$ cat config.mk
export PLATFORM = sky130hd
export DESIGN_NAME = exec_sequencer_flat
export DESIGN_NICKNAME = d
export VERILOG_FILES = /design/src/rtl/exec_sequencer_if.sv /design/src/rtl/exec_sequencer.sv /design/src/flat_wrapper.sv
export SDC_FILE = /design/constraint.sdc
export NUM_CORES = 1
export LEC_CHECK = 0
export ABC_AREA = 1
export CAP_MARGIN = 20
export CORE_MARGIN = 4
export CORE_UTILIZATION = 40
export DETAILED_ROUTE_END_ITERATION = 8
export GPL_ROUTABILITY_DRIVEN = 0
export SETUP_SLACK_MARGIN = 0.02
export SYNTH_ARGS = -nofsm -noshare
export SYNTH_HDL_FRONTEND = slang
export SYNTH_SLANG_ARGS = --single-unit
$ cat constraint.sdc
create_clock -name i_clk -period 4.4 [get_ports i_clk]
set_input_delay 0.66 -clock i_clk [delete_from_list [all_inputs] [get_ports i_clk]]
set_output_delay 0.66 -clock i_clk [all_outputs]
set_load 0.02 [all_outputs]
$ cat src/rtl/exec_sequencer_if.sv
// rtl/exec_sequencer_if.sv - decoder/datapath-facing signal bundle of the execution sequencer
interface exec_sequencer_if #(
    parameter int CYC_W = 3,
    parameter int CNT_W = 32
);
    // Requests and status from decoders, memories and host
    logic             i_go;
    logic             i_halt;
    logic             i_wait_instr;
    logic             i_instr_segv;
    logic             i_wait_data;
    logic             i_data_segv;
    logic             i_invalid_instruction;
    logic             i_ld;
    logic             i_st;
    logic [CYC_W-1:0] i_alu_cycles;
    logic             i_trap_ack;

    // Sequencer state and datapath strobes
    logic [4:0]       o_state;
    logic             o_fetch_en;
    logic             o_ld_en;
    logic             o_st_en;
    logic             o_pc_inc;
    logic             o_reg_write_en;
    logic             o_busy;
    logic [2:0]       o_trap_cause;
    logic [CNT_W-1:0] o_instr_count;

    modport master (
        output i_go, i_halt, i_wait_instr, i_instr_segv, i_wait_data, i_data_segv,
               i_invalid_instruction, i_ld, i_st, i_alu_cycles, i_trap_ack,
        input  o_state, o_fetch_en, o_ld_en, o_st_en, o_pc_inc, o_reg_write_en,
               o_busy, o_trap_cause, o_instr_count
    );

    modport slave (
        input  i_go, i_halt, i_wait_instr, i_instr_segv, i_wait_data, i_data_segv,
               i_invalid_instruction, i_ld, i_st, i_alu_cycles, i_trap_ack,
        output o_state, o_fetch_en, o_ld_en, o_st_en, o_pc_inc, o_reg_write_en,
               o_busy, o_trap_cause, o_instr_count
    );
endinterface

$ cat src/rtl/exec_sequencer.sv
// rtl/exec_sequencer.sv - fetch/wait/execute/trap control FSM with timeout, trap cause and retire counter
module exec_sequencer #(
    parameter int CYC_W       = 3,
    parameter int TIMEOUT_W   = 8,
    parameter int TIMEOUT_MAX = 200,
    parameter int CNT_W       = 32
) (
    input  logic              i_clk,
    input  logic              i_reset,
    exec_sequencer_if.slave   bus
);

    typedef enum logic [4:0] {
        ST_HALT       = 5'b00000,
        ST_READ_INS   = 5'b01000,
        ST_WAIT_LOAD  = 5'b01010,
        ST_WAIT_STORE = 5'b01100,
        ST_DO         = 5'b01001,
        ST_TRAP       = 5'b10000
    } state_t;

    localparam logic [2:0] CAUSE_NONE      = 3'd0;
    localparam logic [2:0] CAUSE_INSTR_SEG = 3'd1;
    localparam logic [2:0] CAUSE_DATA_SEG  = 3'd2;
    localparam logic [2:0] CAUSE_INVALID   = 3'd3;
    localparam logic [2:0] CAUSE_FETCH_TMO = 3'd4;
    localparam logic [2:0] CAUSE_DATA_TMO  = 3'd5;

    // Zero disables the timeout entirely
    localparam logic [31:0] TMO_LIMIT = 32'(TIMEOUT_MAX);

    state_t               r_state;
    state_t               w_state_nxt;
    logic [TIMEOUT_W-1:0] r_tmo_cnt;
    logic [TIMEOUT_W-1:0] w_tmo_nxt;
    logic [TIMEOUT_W-1:0] w_tmo_inc;
    logic                 w_tmo_hit;
    logic [CYC_W-1:0]     r_exec_cnt;
    logic [CYC_W-1:0]     w_exec_nxt;
    logic [2:0]           r_trap_cause;
    logic [2:0]           w_cause_nxt;
    logic [CNT_W-1:0]     r_instr_count;
    logic [CNT_W-1:0]     w_count_nxt;
    logic                 w_retire;

    // Saturating wait counter and the "this wait cycle reaches the limit" flag
    always_comb begin
        w_tmo_inc = (&r_tmo_cnt) ? r_tmo_cnt : r_tmo_cnt + TIMEOUT_W'(1);
        w_tmo_hit = (TMO_LIMIT != 32'd0) && (32'(w_tmo_inc) >= TMO_LIMIT);
    end

    // State and bookkeeping registers; reset aborts any in-flight instruction
    always_ff @(posedge i_clk) begin
        if (i_reset) begin
            r_state       <= ST_HALT;
            r_tmo_cnt     <= '0;
            r_exec_cnt    <= '0;
            r_trap_cause  <= CAUSE_NONE;
            r_instr_count <= '0;
        end else begin
            r_state       <= w_state_nxt;
            r_tmo_cnt     <= w_tmo_nxt;
            r_exec_cnt    <= w_exec_nxt;
            r_trap_cause  <= w_cause_nxt;
            r_instr_count <= w_count_nxt;
        end
    end

    // Next-state logic; the timeout counter defaults to 0 so any state entry clears it
    always_comb begin
        w_state_nxt = r_state;
        w_tmo_nxt   = '0;
        w_exec_nxt  = r_exec_cnt;
        w_cause_nxt = r_trap_cause;
        w_count_nxt = r_instr_count;

        case (r_state)
            ST_HALT: begin
                if (bus.i_go && !bus.i_halt) begin
                    w_state_nxt = ST_READ_INS;
                    w_cause_nxt = CAUSE_NONE;
                end
            end

            ST_READ_INS: begin
                if (bus.i_instr_segv) begin
                    w_state_nxt = ST_TRAP;
                    w_cause_nxt = CAUSE_INSTR_SEG;
                end else if (bus.i_wait_instr) begin
                    if (w_tmo_hit) begin
                        w_state_nxt = ST_TRAP;
                        w_cause_nxt = CAUSE_FETCH_TMO;
                    end else begin
                        w_tmo_nxt = w_tmo_inc;
                    end
                end else if (bus.i_invalid_instruction || (bus.i_ld && bus.i_st)) begin
                    // A simultaneous load and store decode is not a legal instruction
                    w_state_nxt = ST_TRAP;
                    w_cause_nxt = CAUSE_INVALID;
                end else if (bus.i_ld) begin
                    w_state_nxt = ST_WAIT_LOAD;
                end else if (bus.i_st) begin
                    w_state_nxt = ST_WAIT_STORE;
                end else begin
                    w_state_nxt = ST_DO;
                    w_exec_nxt  = bus.i_alu_cycles;
                end
            end

            ST_WAIT_LOAD, ST_WAIT_STORE: begin
                if (bus.i_data_segv) begin
                    w_state_nxt = ST_TRAP;
                    w_cause_nxt = CAUSE_DATA_SEG;
                end else if (bus.i_wait_data) begin
                    if (w_tmo_hit) begin
                        w_state_nxt = ST_TRAP;
                        w_cause_nxt = CAUSE_DATA_TMO;
                    end else begin
                        w_tmo_nxt = w_tmo_inc;
                    end
                end else begin
                    w_state_nxt = ST_DO;
                    w_exec_nxt  = '0;
                end
            end

            ST_DO: begin
                if (r_exec_cnt != '0) begin
                    w_exec_nxt = r_exec_cnt - CYC_W'(1);
                end else begin
                    // Retire; halt is only honoured here at the instruction boundary
                    w_count_nxt = r_instr_count + CNT_W'(1);
                    w_state_nxt = bus.i_halt ? ST_HALT : ST_READ_INS;
                end
            end

            ST_TRAP: begin
                if (bus.i_trap_ack) begin
                    w_state_nxt = ST_HALT;
                end
            end

            default: begin
                w_state_nxt = ST_HALT;
            end
        endcase
    end

    // Moore output decode from registered state only
    always_comb begin
        w_retire = (r_state == ST_DO) && (r_exec_cnt == '0);
    end

    assign bus.o_state        = r_state;
    assign bus.o_fetch_en     = (r_state == ST_READ_INS);
    assign bus.o_ld_en        = (r_state == ST_WAIT_LOAD);
    assign bus.o_st_en        = (r_state == ST_WAIT_STORE);
    assign bus.o_pc_inc       = w_retire;
    assign bus.o_reg_write_en = w_retire;
    assign bus.o_busy         = (r_state != ST_HALT) && (r_state != ST_TRAP);
    assign bus.o_trap_cause   = r_trap_cause;
    assign bus.o_instr_count  = r_instr_count;

endmodule

$ cat src/flat_wrapper.sv
// flat-port wrapper written by rule: the top's interface ports become plain ports
module exec_sequencer_flat 
#(
    parameter int CYC_W       = 3,
    parameter int TIMEOUT_W   = 8,
    parameter int TIMEOUT_MAX = 200,
    parameter int CNT_W       = 32
)
  (i_clk, i_reset, bus_i_go, bus_i_halt, bus_i_wait_instr, bus_i_instr_segv, bus_i_wait_data, bus_i_data_segv, bus_i_invalid_instruction, bus_i_ld, bus_i_st, bus_i_alu_cycles, bus_i_trap_ack, bus_o_state, bus_o_fetch_en, bus_o_ld_en, bus_o_st_en, bus_o_pc_inc, bus_o_reg_write_en, bus_o_busy, bus_o_trap_cause, bus_o_instr_count);
  exec_sequencer_if #(.CYC_W(CYC_W), .CNT_W(CNT_W)) bus_i ();
  input  logic i_clk;
  input  logic i_reset;
  input wire logic [$bits(bus_i.i_go)-1:0] bus_i_go;
  input wire logic [$bits(bus_i.i_halt)-1:0] bus_i_halt;
  input wire logic [$bits(bus_i.i_wait_instr)-1:0] bus_i_wait_instr;
  input wire logic [$bits(bus_i.i_instr_segv)-1:0] bus_i_instr_segv;
  input wire logic [$bits(bus_i.i_wait_data)-1:0] bus_i_wait_data;
  input wire logic [$bits(bus_i.i_data_segv)-1:0] bus_i_data_segv;
  input wire logic [$bits(bus_i.i_invalid_instruction)-1:0] bus_i_invalid_instruction;
  input wire logic [$bits(bus_i.i_ld)-1:0] bus_i_ld;
  input wire logic [$bits(bus_i.i_st)-1:0] bus_i_st;
  input wire logic [$bits(bus_i.i_alu_cycles)-1:0] bus_i_alu_cycles;
  input wire logic [$bits(bus_i.i_trap_ack)-1:0] bus_i_trap_ack;
  output wire logic [$bits(bus_i.o_state)-1:0] bus_o_state;
  output wire logic [$bits(bus_i.o_fetch_en)-1:0] bus_o_fetch_en;
  output wire logic [$bits(bus_i.o_ld_en)-1:0] bus_o_ld_en;
  output wire logic [$bits(bus_i.o_st_en)-1:0] bus_o_st_en;
  output wire logic [$bits(bus_i.o_pc_inc)-1:0] bus_o_pc_inc;
  output wire logic [$bits(bus_i.o_reg_write_en)-1:0] bus_o_reg_write_en;
  output wire logic [$bits(bus_i.o_busy)-1:0] bus_o_busy;
  output wire logic [$bits(bus_i.o_trap_cause)-1:0] bus_o_trap_cause;
  output wire logic [$bits(bus_i.o_instr_count)-1:0] bus_o_instr_count;
  assign bus_i.i_go = bus_i_go;
  assign bus_i.i_halt = bus_i_halt;
  assign bus_i.i_wait_instr = bus_i_wait_instr;
  assign bus_i.i_instr_segv = bus_i_instr_segv;
  assign bus_i.i_wait_data = bus_i_wait_data;
  assign bus_i.i_data_segv = bus_i_data_segv;
  assign bus_i.i_invalid_instruction = bus_i_invalid_instruction;
  assign bus_i.i_ld = bus_i_ld;
  assign bus_i.i_st = bus_i_st;
  assign bus_i.i_alu_cycles = bus_i_alu_cycles;
  assign bus_i.i_trap_ack = bus_i_trap_ack;
  assign bus_o_state = bus_i.o_state;
  assign bus_o_fetch_en = bus_i.o_fetch_en;
  assign bus_o_ld_en = bus_i.o_ld_en;
  assign bus_o_st_en = bus_i.o_st_en;
  assign bus_o_pc_inc = bus_i.o_pc_inc;
  assign bus_o_reg_write_en = bus_i.o_reg_write_en;
  assign bus_o_busy = bus_i.o_busy;
  assign bus_o_trap_cause = bus_i.o_trap_cause;
  assign bus_o_instr_count = bus_i.o_instr_count;
  exec_sequencer #(.CYC_W(CYC_W), .TIMEOUT_W(TIMEOUT_W), .TIMEOUT_MAX(TIMEOUT_MAX), .CNT_W(CNT_W)) u_core (.i_clk(i_clk), .i_reset(i_reset), .bus(bus_i));
endmodule
# Word-level counts from Yosys, hierarchy flattened
# Cells that the tools add are included.
# op_classes
shift	0
n_reduce_logical	18
multipliers	0
muxes	38
order_cmp	1
add_sub_neg	3
n_bitwise	1
n_eq_ne	21
div	0
# op_table
op	count
$mux 3	17
$mux 5	10
$mux 8	6
$add 32x1->32 const B	1
$pmux 5 s5	1
$eq 5x4->1 const B	4
$ne 2x2->1 const B	9
$pmux 3 s3	2
$pmux 8 s2	1
$reduce_and 9->1	1
$reduce_bool 3->1	3
$add 8x1->8 const B	1
$ge 8x8->1 const B	1
$ne 4x3->1 const B	2
$reduce_and 8->1	1
$reduce_and 6->1	1
$eq 5x5->1 const B	1
$logic_not 5->1	1
$ne 5x5->1 const B	1
$reduce_bool 5->1	1
$logic_and 1x1->1	4
$mux 4	1
$ne 2x1->1 const B	2
$logic_not 3->1	1
other kinds (9)	9
# word_totals
output_inout_bits	46
mem_bits_rw	0
latch_bits	0
romBits	0
in_bits	15
word_cells	87
mem_count	0
register_bits	51

# Depth between registers and ports, before layout
# Gate-level depths: netlist of run 1.
# depth
ltp_word	7
ltp_mapped	15
ltp_nobuf	15

# Worst setup path before layout of run 1
# OpenSTA, ideal clock, no wires.
# synth_timing
path_type	register -> output
from	reg u_core.r_state[3], in the netlist u_core.bus.o_state[3]
to	out bus_o_reg_write_en
arrival_ns	1.638
n_path_buf	2
path_slack_ns	2.102
required_time_ns	3.740
path_stages_with_launch	7
path_cell_list	dfxtp_1 -> nand2_2 -> nor2_4 -> nand2_4 -> nor2_8 -> clkbuf_1 -> buf_4
# synth_via
elab_chain_cells	2
# synth_rtl
item	line_no	source
start, declared	exec_sequencer.sv:32	state_t r_state;
start signal, assigned	exec_sequencer.sv:61	r_state <= w_state_nxt;
$eq 5x4->1	exec_sequencer.sv:151	w_retire = (r_state == ST_DO) && (r_exec_cnt == '0);
$logic_and 1x1->1	exec_sequencer.sv:151	
end, declared	flat_wrapper.sv:29	output wire logic [$bits(bus_i.o_reg_write_en)-1:0] bus_o_reg_write_en;
# No other way between the ends.

# Worst setup path after layout of run 1
# layout_timing
from	reg u_core.r_exec_cnt[0]
to	out bus_o_reg_write_en
# layout_via
elab_chain_cells	2
# layout_rtl
item	line_no	source
start, declared	exec_sequencer.sv:38	logic [CYC_W-1:0] r_exec_cnt;
start signal, assigned	exec_sequencer.sv:63	r_exec_cnt <= w_exec_nxt;
$logic_not 3->1	exec_sequencer.sv:151	
$logic_and 1x1->1	exec_sequencer.sv:151	
# No other way between the ends.

==> results.cfg, run 1 <==
[status]
outcome = finished clean

[synth]
syn_area_sq_mm = 0.00312
syn_area_per_cell_sq_um = 6.84
synthCells = 456
ys_ff_latch = 51
syn_nets = 475
synth_cell_types = 45
ys_warn_count = 0
ys_seq_area_share_pct = 32.7

[layout]
finalNetCount = 536
drive_above_1_share_pct = 9.27
syn_to_final_growth_pct = 25.1
n_antenna_cell = 0
finalNonFillerCells = 617

[sta]
whs_ns = 0.463
fin_ws_ns = 1.64
max-slew-margin-rel_pct = 62.9
finalSetupViolations = 0
tns_ns = 0
rsz0062_at_grt = false
fin_skew_ns = 0.00623
hold_viol_final = 0
fin_crit_sh_pct = 62.8
min_period_ns = 2.76
worst_pin_slew_ns = 0.551
slew_viol_final = 0
fmax_mhz = 362

[critical_path]
cp_top_family = buffers and inverters
path_depth = 6
max_stage_delay_ns = 0.68
crit_arrival_ns = 2.10
start_kind = flop
required_ns = 3.74
rr_worst_depth = 12
crit_slowest_cell = clkdlybuf4s50_1
path_buf_inv = 3
crit_chain = inv_1 -> ha_1 -> ha_1 -> inv_1 -> nor2_8 -> clkdlybuf4s50_1
critPathKind = reg2out
endpoint_kind = output port
cp_max_fo = 20

[clock_network]
cts_sinks = 51
clk_root_buffer_cell = clkbuf_8
cts_setup_buffers = 0
htreeDepth = 2
insertion_delay_ns = 0.30
cts_tree = yes
clkTransAtPathRegs_ns = 0.09
ctsResizeCount = 0
cts_buffers = 5
clk_path_buf_depth = 2
ctsHoldBuffers = 0

[floorplan]
fp.coreArea_sq_mm = 0.00741
dieWidth_um = 96.3
die_y_um = 96.3
start_util_pct = 42.1
core.rowCount = 31
io_pins = 61
die-area_sq_mm = 0.00927

[global_routing]
grt_usage_pct = 17.6
grt_max_degree = 29
grt_pass1_wl_um = 13100
gr-total-overflow = 0
antenna_found_initial = 0
grt_pass1_vias = 2919

[routing]
dr.first_iter.drc_count = 107
drt.antenna.violating_nets = 0
drc = 0
vias = 3052
wl_per_cell_um = 12.6
viasPerCell = 4.95
dr.pass1.iters = 4
wirelength_um = 7790

[placement]
dp_cells = 609
dp_hpwl_um = 5940
place_ws_ns = 1.95
portBuffers = 60

[worst_hold_path]
whs_path_depth = 2
min_path_type = reg2reg

[power]
p_leak_nw = 1.50
power.density_mw_per_mm2 = 216
vdd_ir_drop_max_uv = 114

[job]
max_cap_viol_count = 0
-- final timing paths --
| kind | to | start | slack (ns) |
|---|---|---|---|
| worst max-delay path | bus_o_reg_write_en | u_core.r_exec_cnt[0] | 1.64 |
| worst min-delay path | u_core.bus.o_trap_cause[1] | u_core.bus.o_trap_cause[1] | 0.46 |
| worst max register to register | u_core.bus.o_instr_count[12] | u_core.r_exec_cnt[0] | 2.41 |
| worst min register to register | u_core.bus.o_trap_cause[1] | u_core.bus.o_trap_cause[1] | 0.46 |
-- cell usage in the layout, fill, tap and decap left out, drive strengths merged, types with 2 or more instances in the layout --
cell type | Yosys | final
xnor2 | 2 | 2
nor2 | 61 | 61
ha | 4 | 4
nand2 | 124 | 124
nor3b | 2 | 2
dfxtp | 51 | 51
inv | 61 | 61
o21ai | 16 | 16
clkdlybuf4s50 | 0 | 60
xor2 | 14 | 14
clkbuf | 6 | 7
o21bai | 2 | 2
nor4 | 5 | 5
nand3b | 4 | 4
a31oi | 2 | 2
nand4 | 12 | 12
a21oi | 40 | 40
nor3 | 16 | 16
nand3 | 25 | 25
-- synthesized netlist by cell type (all sizes together) --
cell    number  share of area, %
o21ai       16               3.1
or2          1              0.20
ha           4               1.6
a21o         1              0.24
a31oi        2              0.40
and3         1              0.20
inv         61               7.3
dfxtp       51                33
o22ai        1              0.20
nand3b       4               1.4
nor2        61               9.8
a211oi       1              0.40
nand4       12               2.6
a21oi       40               6.9
clkbuf       6              0.72
a22oi        1              0.24
nand3       25               5.1
nor4         5               1.2
xor2        14               3.9
o31ai        1              0.24
o21bai       2              0.48
xnor2        2              0.56
nor3b        2              0.64
nand2      124                16
buf          1              0.24
nor3        16               3.1
o21a         1              0.24
-- cells by family after synthesis --
| group | count (synthesis) | synth area share (%) |
|---|---|---|
| xor+xnor | 16 | 4.49 |
| flops | 51 | 32.7 |
| simple gates | 251 | 40.4 |
| buf+inv | 68 | 8.31 |
| compound gates | 66 | 12.4 |
| fa+ha+maj | 4 | 1.61 |
-- cell type report --
type                            count  area [sq um]
Clock inverter                      1          5.00
Multi-Input combinational cell    337          1840
Tap cell                           99           124
Clock buffer                        7          76.3
Sequential cell                    51          1020
Timing Repair Buffer               61           608
Fill cell                         752          3510
Inverter                           61           229
-- stage by stage --
stage / total power, mW / instance area (sq um) / utilization [%]
after CTS: 0.858 / 3900 / 52.7
final: 0.841 / 3900 / 52.7
after global placement: 0.589 / 3820 / 51.6
after global routing: 0.886 / 3900 / 52.7
after floorplan: 0.545 / 3120 / -
after detailed placement: 0.588 / 3820 / 51.6
-- where the power goes --
group	total, mW	internal [mW]	leakage [nW]	switching [mW]
Sequential	0.471	0.467	0.411	0.00399
Clock	0.263	0.112	0.0422	0.151
Combinational	0.107	0.0452	1.05	0.0616
Total	0.841	0.624	1.50	0.217
-- routing by layer --
metal  wire, um  track usage (%)  vias to the layer above
li1           -                -                     1593
met1       3580             21.9                     1368
met3        442             3.52                       11
met2       3660             30.4                       80
met4        118             5.37                        0
met5          0                0                        -
-- sequential cells by signal, summed over array words and instances, names as in the netlist --
name,cells
u_core.bus.o_instr_count,32
u_core.bus.o_state,5
u_core.bus.o_trap_cause,3
u_core.r_exec_cnt,3
u_core.r_tmo_cnt,8
-- worst reg2reg max path, cell delays in order (launching register included) --
cell and delay (ns):
dfxtp_1 0.32, inv_1 0.07, ha_1 0.15, ha_1 0.16, inv_1 0.09, nor2_8 0.33
nand3_4 0.13, nor2_4 0.13, nand2_2 0.09, nor2_4 0.14, nand2_1 0.09, nor2_1 0.13
nor3b_2 0.06
Power figures use the tool's default switching activity.
==> inputs of run 2 (changes only) <==
clock period = 2.9 ns   (was 4.4 ns; I/O delays follow)
==> run 2 against run 1 <==
Against the previous run: worst setup slack got worse by 1.0 ns; worst hold slack better by 0.011 ns; register-to-register slack got worse by 1.5 ns; critical path type unchanged; wire length up 3.4%; cell area is 0.26% higher; cell count grew 0.16%; critical path depth is the same; critical endpoint is now bus_o_pc_inc; largest cell class unchanged; highest routed layer unchanged; utilization rose by 0.14 points.
==> results.cfg, run 2 (synthesis results as in run 1) <==
[sta]
fin_crit_sh_pct = 78.9
rsz0062_at_grt = false
worst_pin_slew_ns = 0.531
max-slew-margin-rel_pct = 64.6
slew_viol_final = 0
finalSetupViolations = 0
min_period_ns = 2.29
whs_ns = 0.474
hold_viol_final = 0
fin_skew_ns = 0.00636
tns_ns = 0
fmax_mhz = 437

[global_routing]
grt_pass1_wl_um = 13500
antenna_found_initial = 0
grt_max_degree = 26
grt_usage_pct = 18.3
gr-total-overflow = 0
grt_pass1_vias = 2931

[clock_network]
clkTransAtPathRegs_ns = 0.09
cts_buffers = 5
cts_tree = yes
ctsResizeCount = 0
ctsHoldBuffers = 0
htreeDepth = 2
cts_setup_buffers = 0
clk_root_buffer_cell = clkbuf_8
cts_sinks = 51
insertion_delay_ns = 0.31
clk_path_buf_depth = 2

[power]
p_leak_nw = 1.52
power.density_mw_per_mm2 = 328
vdd_ir_drop_max_uv = 190

[floorplan]
die-area_sq_mm = 0.00927
core.rowCount = 31
io_pins = 61
dieWidth_um = 96.3
fp.coreArea_sq_mm = 0.00741
die_y_um = 96.3
start_util_pct = 42.1

[placement]
portBuffers = 60
dp_hpwl_um = 6180

[layout]
layout_commonest_cell = nand2_1
finalNetCount = 537
mostFrequentLayoutCells = nand2_1 (114), clkdlybuf4s50_1 (60), inv_1 (57), dfxtp_1 (51), nor2_1 (50)
drive_above_1_share_pct = 9.83
n_antenna_cell = 0
largest_reg_flops = 32
syn_to_final_growth_pct = 25.4

[job]
max_cap_viol_count = 0

[critical_path]
cp_max_fo = 3
crit_chain = inv_1 -> ha_1 -> ha_1 -> inv_1 -> nor2_8 -> clkdlybuf4s50_1
r2r-start = u_core.r_exec_cnt[0]
regToRegEndpoint = u_core.bus.o_instr_count[31]
start_kind = flop
endpoint_kind = output port
crit_arrival_ns = 1.85
critPathKind = reg2out
path_buf_inv = 3
crit_slowest_cell = clkdlybuf4s50_1
max_stage_delay_ns = 0.61
rr_worst_depth = 11
cp_top_family = buffers and inverters
rrSetupSlack_ns = 0.88
required_ns = 2.47

[routing]
topRoutingLayerUsed = met4
wl_met2_um = 3780
wl_per_cell_um = 13.0
wl_met3_um = 464
dr.first_iter.drc_count = 115
drc = 0
wirelength_um = 8060
drt.antenna.violating_nets = 0
vias = 3072
viasPerCell = 4.97
dr.pass1.iters = 4
wl_met1_um = 3680

[status]
outcome = finished clean

[worst_hold_path]
worstHoldStart = u_core.bus.o_trap_cause[2]
hold_path_end = u_core.bus.o_trap_cause[2]
whs_path_depth = 2
min_path_type = reg2reg
run 2: changes by cell type in the layout (fill, tap and decap cells not counted):
cell	delta
clkbuf_1	-2
clkinv_2	+2
buf_4	+1
run 2: per-stage QoR:
stage	utilization (%)	power (mW)	cells	cell area, sq um	setup slack, ns
2_1_floorplan	-	0.827	456	3120	0.827
3_5_place_dp	51.7	0.892	610	3830	0.834
6_report	52.8	1.28	618	3910	0.613
4_1_cts	52.8	1.30	618	3910	0.584
5_1_grt	52.8	1.35	618	3910	0.465
3_3_place_gp	51.7	0.893	610	3830	0.901
run 2: power by group:
| group | switching [mW] | internal [mW] | total, mW |
|---|---|---|---|
| registers | 0.00592 | 0.709 | 0.715 |
| logic | 0.0919 | 0.0686 | 0.161 |
| clock network | 0.242 | 0.166 | 0.408 |
| total | 0.340 | 0.943 | 1.28 |
run 2: how the worst max path moves through the flow:
stage                           from  cells after the start                   end
2_1_floorplan  u_core.bus.o_state[3]                      6    bus_o_reg_write_en
3_3_place_gp        bus_i_wait_instr                      7  u_core.r_exec_cnt[0]
3_5_place_dp        bus_i_wait_instr                      7  u_core.r_exec_cnt[0]
4_1_cts         u_core.r_exec_cnt[0]                      6          bus_o_pc_inc
5_1_grt        u_core.bus.o_state[1]                      3            bus_o_busy
6_report        u_core.r_exec_cnt[0]                      6          bus_o_pc_inc
run 2: area by class of cell:
type | count | area (sq um)
Clock buffer | 5 | 68.8
Clock inverter | 3 | 15.0
Fill cell | 757 | 3500
Inverter | 61 | 229
Multi-Input combinational cell | 337 | 1840
Sequential cell | 51 | 1020
Tap cell | 99 | 124
Timing Repair Buffer | 62 | 616
run 2: worst reg2reg max path: cells and delay by family, from the launching register on:
| kind | cells | cell delay, ns |
|---|---|---|
| XOR/XNOR | 1 | 0.16 |
| adder cells (fa/ha/maj) | 2 | 0.31 |
| buffers and inverters | 3 | 0.45 |
| flip-flops | 1 | 0.32 |
| AND/OR/NAND/NOR | 5 | 0.68 |
run 2: metal layers:
metal	vias to the layer above	GRT usage (%)
met4	0	6.31
li1	1598	-
met5	-	0
met1	1392	23.7
met3	11	3.83
met2	71	30.0
==> inputs of run 3 (changes only) <==
clock period = 2.4 ns   (was 2.9 ns; I/O delays follow)
==> run 3 against run 2 <==
Against the previous run: sequential power rose by 21%; non-clock buffer count is the same; cell count is the same; clock power up 23%; count of clock-buffer cells in the layout unchanged; register-to-register slack got worse by 0.54 ns; total power rose by 22%; utilization increased by 0.14 points; via count down 0.81%; critical path type unchanged.
==> results.cfg, run 3 (synthesis results as in run 1) <==
[routing]
drt.antenna.violating_nets = 0
vias = 3047
dr.pass1.iters = 5
viasPerCell = 4.93
drc = 0
wirelength_um = 8020
wl_per_cell_um = 13.0
dr.first_iter.drc_count = 93

[layout]
n_antenna_cell = 0
layout_commonest_cell = nand2_1
final_area_sq_mm = 0.00392
syn_to_final_growth_pct = 25.8
mostFrequentLayoutCells = nand2_1 (114), clkdlybuf4s50_1 (58), inv_1 (57), dfxtp_1 (51), nor2_1 (50)
drive_above_1_share_pct = 9.83
fill_cells = 750
post-route-util_pct = 52.9
largest_reg_flops = 32
finalNetCount = 537

[placement]
place_ws_ns = 0.342
dp_hpwl_um = 6140
portBuffers = 60
place_area_sq_mm = 0.00383

[floorplan]
die_y_um = 96.3
fp.coreArea_sq_mm = 0.00741
core.rowCount = 31
dieWidth_um = 96.3
start_util_pct = 42.1
io_pins = 61
die-area_sq_mm = 0.00927

[sta]
rsz0062_at_grt = false
fin_crit_sh_pct = 92.6
tns_ns = 0
hold_viol_final = 0
fmax_mhz = 450
fin_ws_ns = 0.178
max-slew-margin-rel_pct = 63.8
slew_viol_final = 0
worst_pin_slew_ns = 0.543
fin_skew_ns = 0.0126
finalSetupViolations = 0
min_period_ns = 2.22
whs_ns = 0.465

[global_routing]
grt_pass1_vias = 3015
gr-total-overflow = 0
grt_usage_pct = 18.4
antenna_found_initial = 0
grt_max_degree = 26
grt_pass1_wl_um = 13600

[critical_path]
cp_max_fo = 7
crit_arrival_ns = 1.86
required_ns = 2.04
endpoint_kind = output port
start_kind = flop
critPathKind = reg2out

[clock_network]
ctsResizeCount = 0
ctsHoldBuffers = 0
cts_buffers = 5
htreeDepth = 2
cts_setup_buffers = 0
clk_root_buffer_cell = clkbuf_8
cts_tree = yes
clk_path_buf_depth = 2
insertion_delay_ns = 0.31
clkTransAtPathRegs_ns = 0.10
cts_sinks = 51

[job]
max_cap_viol_count = 0

[power]
vdd_ir_drop_max_uv = 174
power.density_mw_per_mm2 = 398
p_leak_nw = 1.55

[worst_hold_path]
min_path_type = reg2reg

[status]
outcome = finished clean
run 3: changes by cell type in the layout (fill, tap and decap cells not counted), sizes merged:
cell | before | now
clkdlybuf4s50 | 60 | 58
clkinv | 3 | 1
clkinvlp | 0 | 2
dlymetal6s2s | 0 | 2
run 3: area by class of cell:
cell class | count | area (sq um) | share of cell area, %
Clock buffer | 5 | 68.8 | 1.75
Timing Repair Buffer | 62 | 621 | 15.8
Tap cell | 99 | 124 | 3.16
Inverter | 61 | 229 | 5.84
Clock inverter | 3 | 20.0 | 0.511
Sequential cell | 51 | 1020 | 26.0
Multi-Input combinational cell | 337 | 1840 | 46.9
run 3: stage by stage:
stage	std cells	power (mW)
after global placement	610	1.08
after floorplan	456	0.999
after CTS	618	1.59
after detailed placement	610	1.08
final	618	1.56
after global routing	618	1.64
run 3: path summary, 6_finish.rpt:
check,start,endpoint,slack [ns],depth (start not counted)
min,u_core.bus.o_trap_cause[1],u_core.bus.o_trap_cause[1],0.46,2
min reg2reg,u_core.bus.o_trap_cause[1],u_core.bus.o_trap_cause[1],0.46,2
max reg2reg,u_core.r_exec_cnt[0],u_core.bus.o_instr_count[31],0.34,11
max,u_core.bus.o_state[4],bus_o_fetch_en,0.18,6
run 3: power by group:
group          internal [mW]  total, mW  switching (mW)
Combinational         0.0829      0.195           0.112
Sequential             0.856      0.864         0.00742
Clock                  0.204      0.502           0.298
Total                   1.14       1.56           0.417
run 3: per-layer routing:
metal / track usage [%] / wire [um]
met5: 0 / 0
met4: 5.96 / 137
met3: 3.99 / 421
met2: 31.6 / 3730
met1: 22.8 / 3720
run 3: worst max-delay path, cell delays in order, from the launching register on:
cell	delay (ns)
dfxtp_1	0.33
inv_2	0.09
nand2_2	0.08
nor2_4	0.12
nand2_1	0.16
inv_2	0.16
clkdlybuf4s50_1	0.62
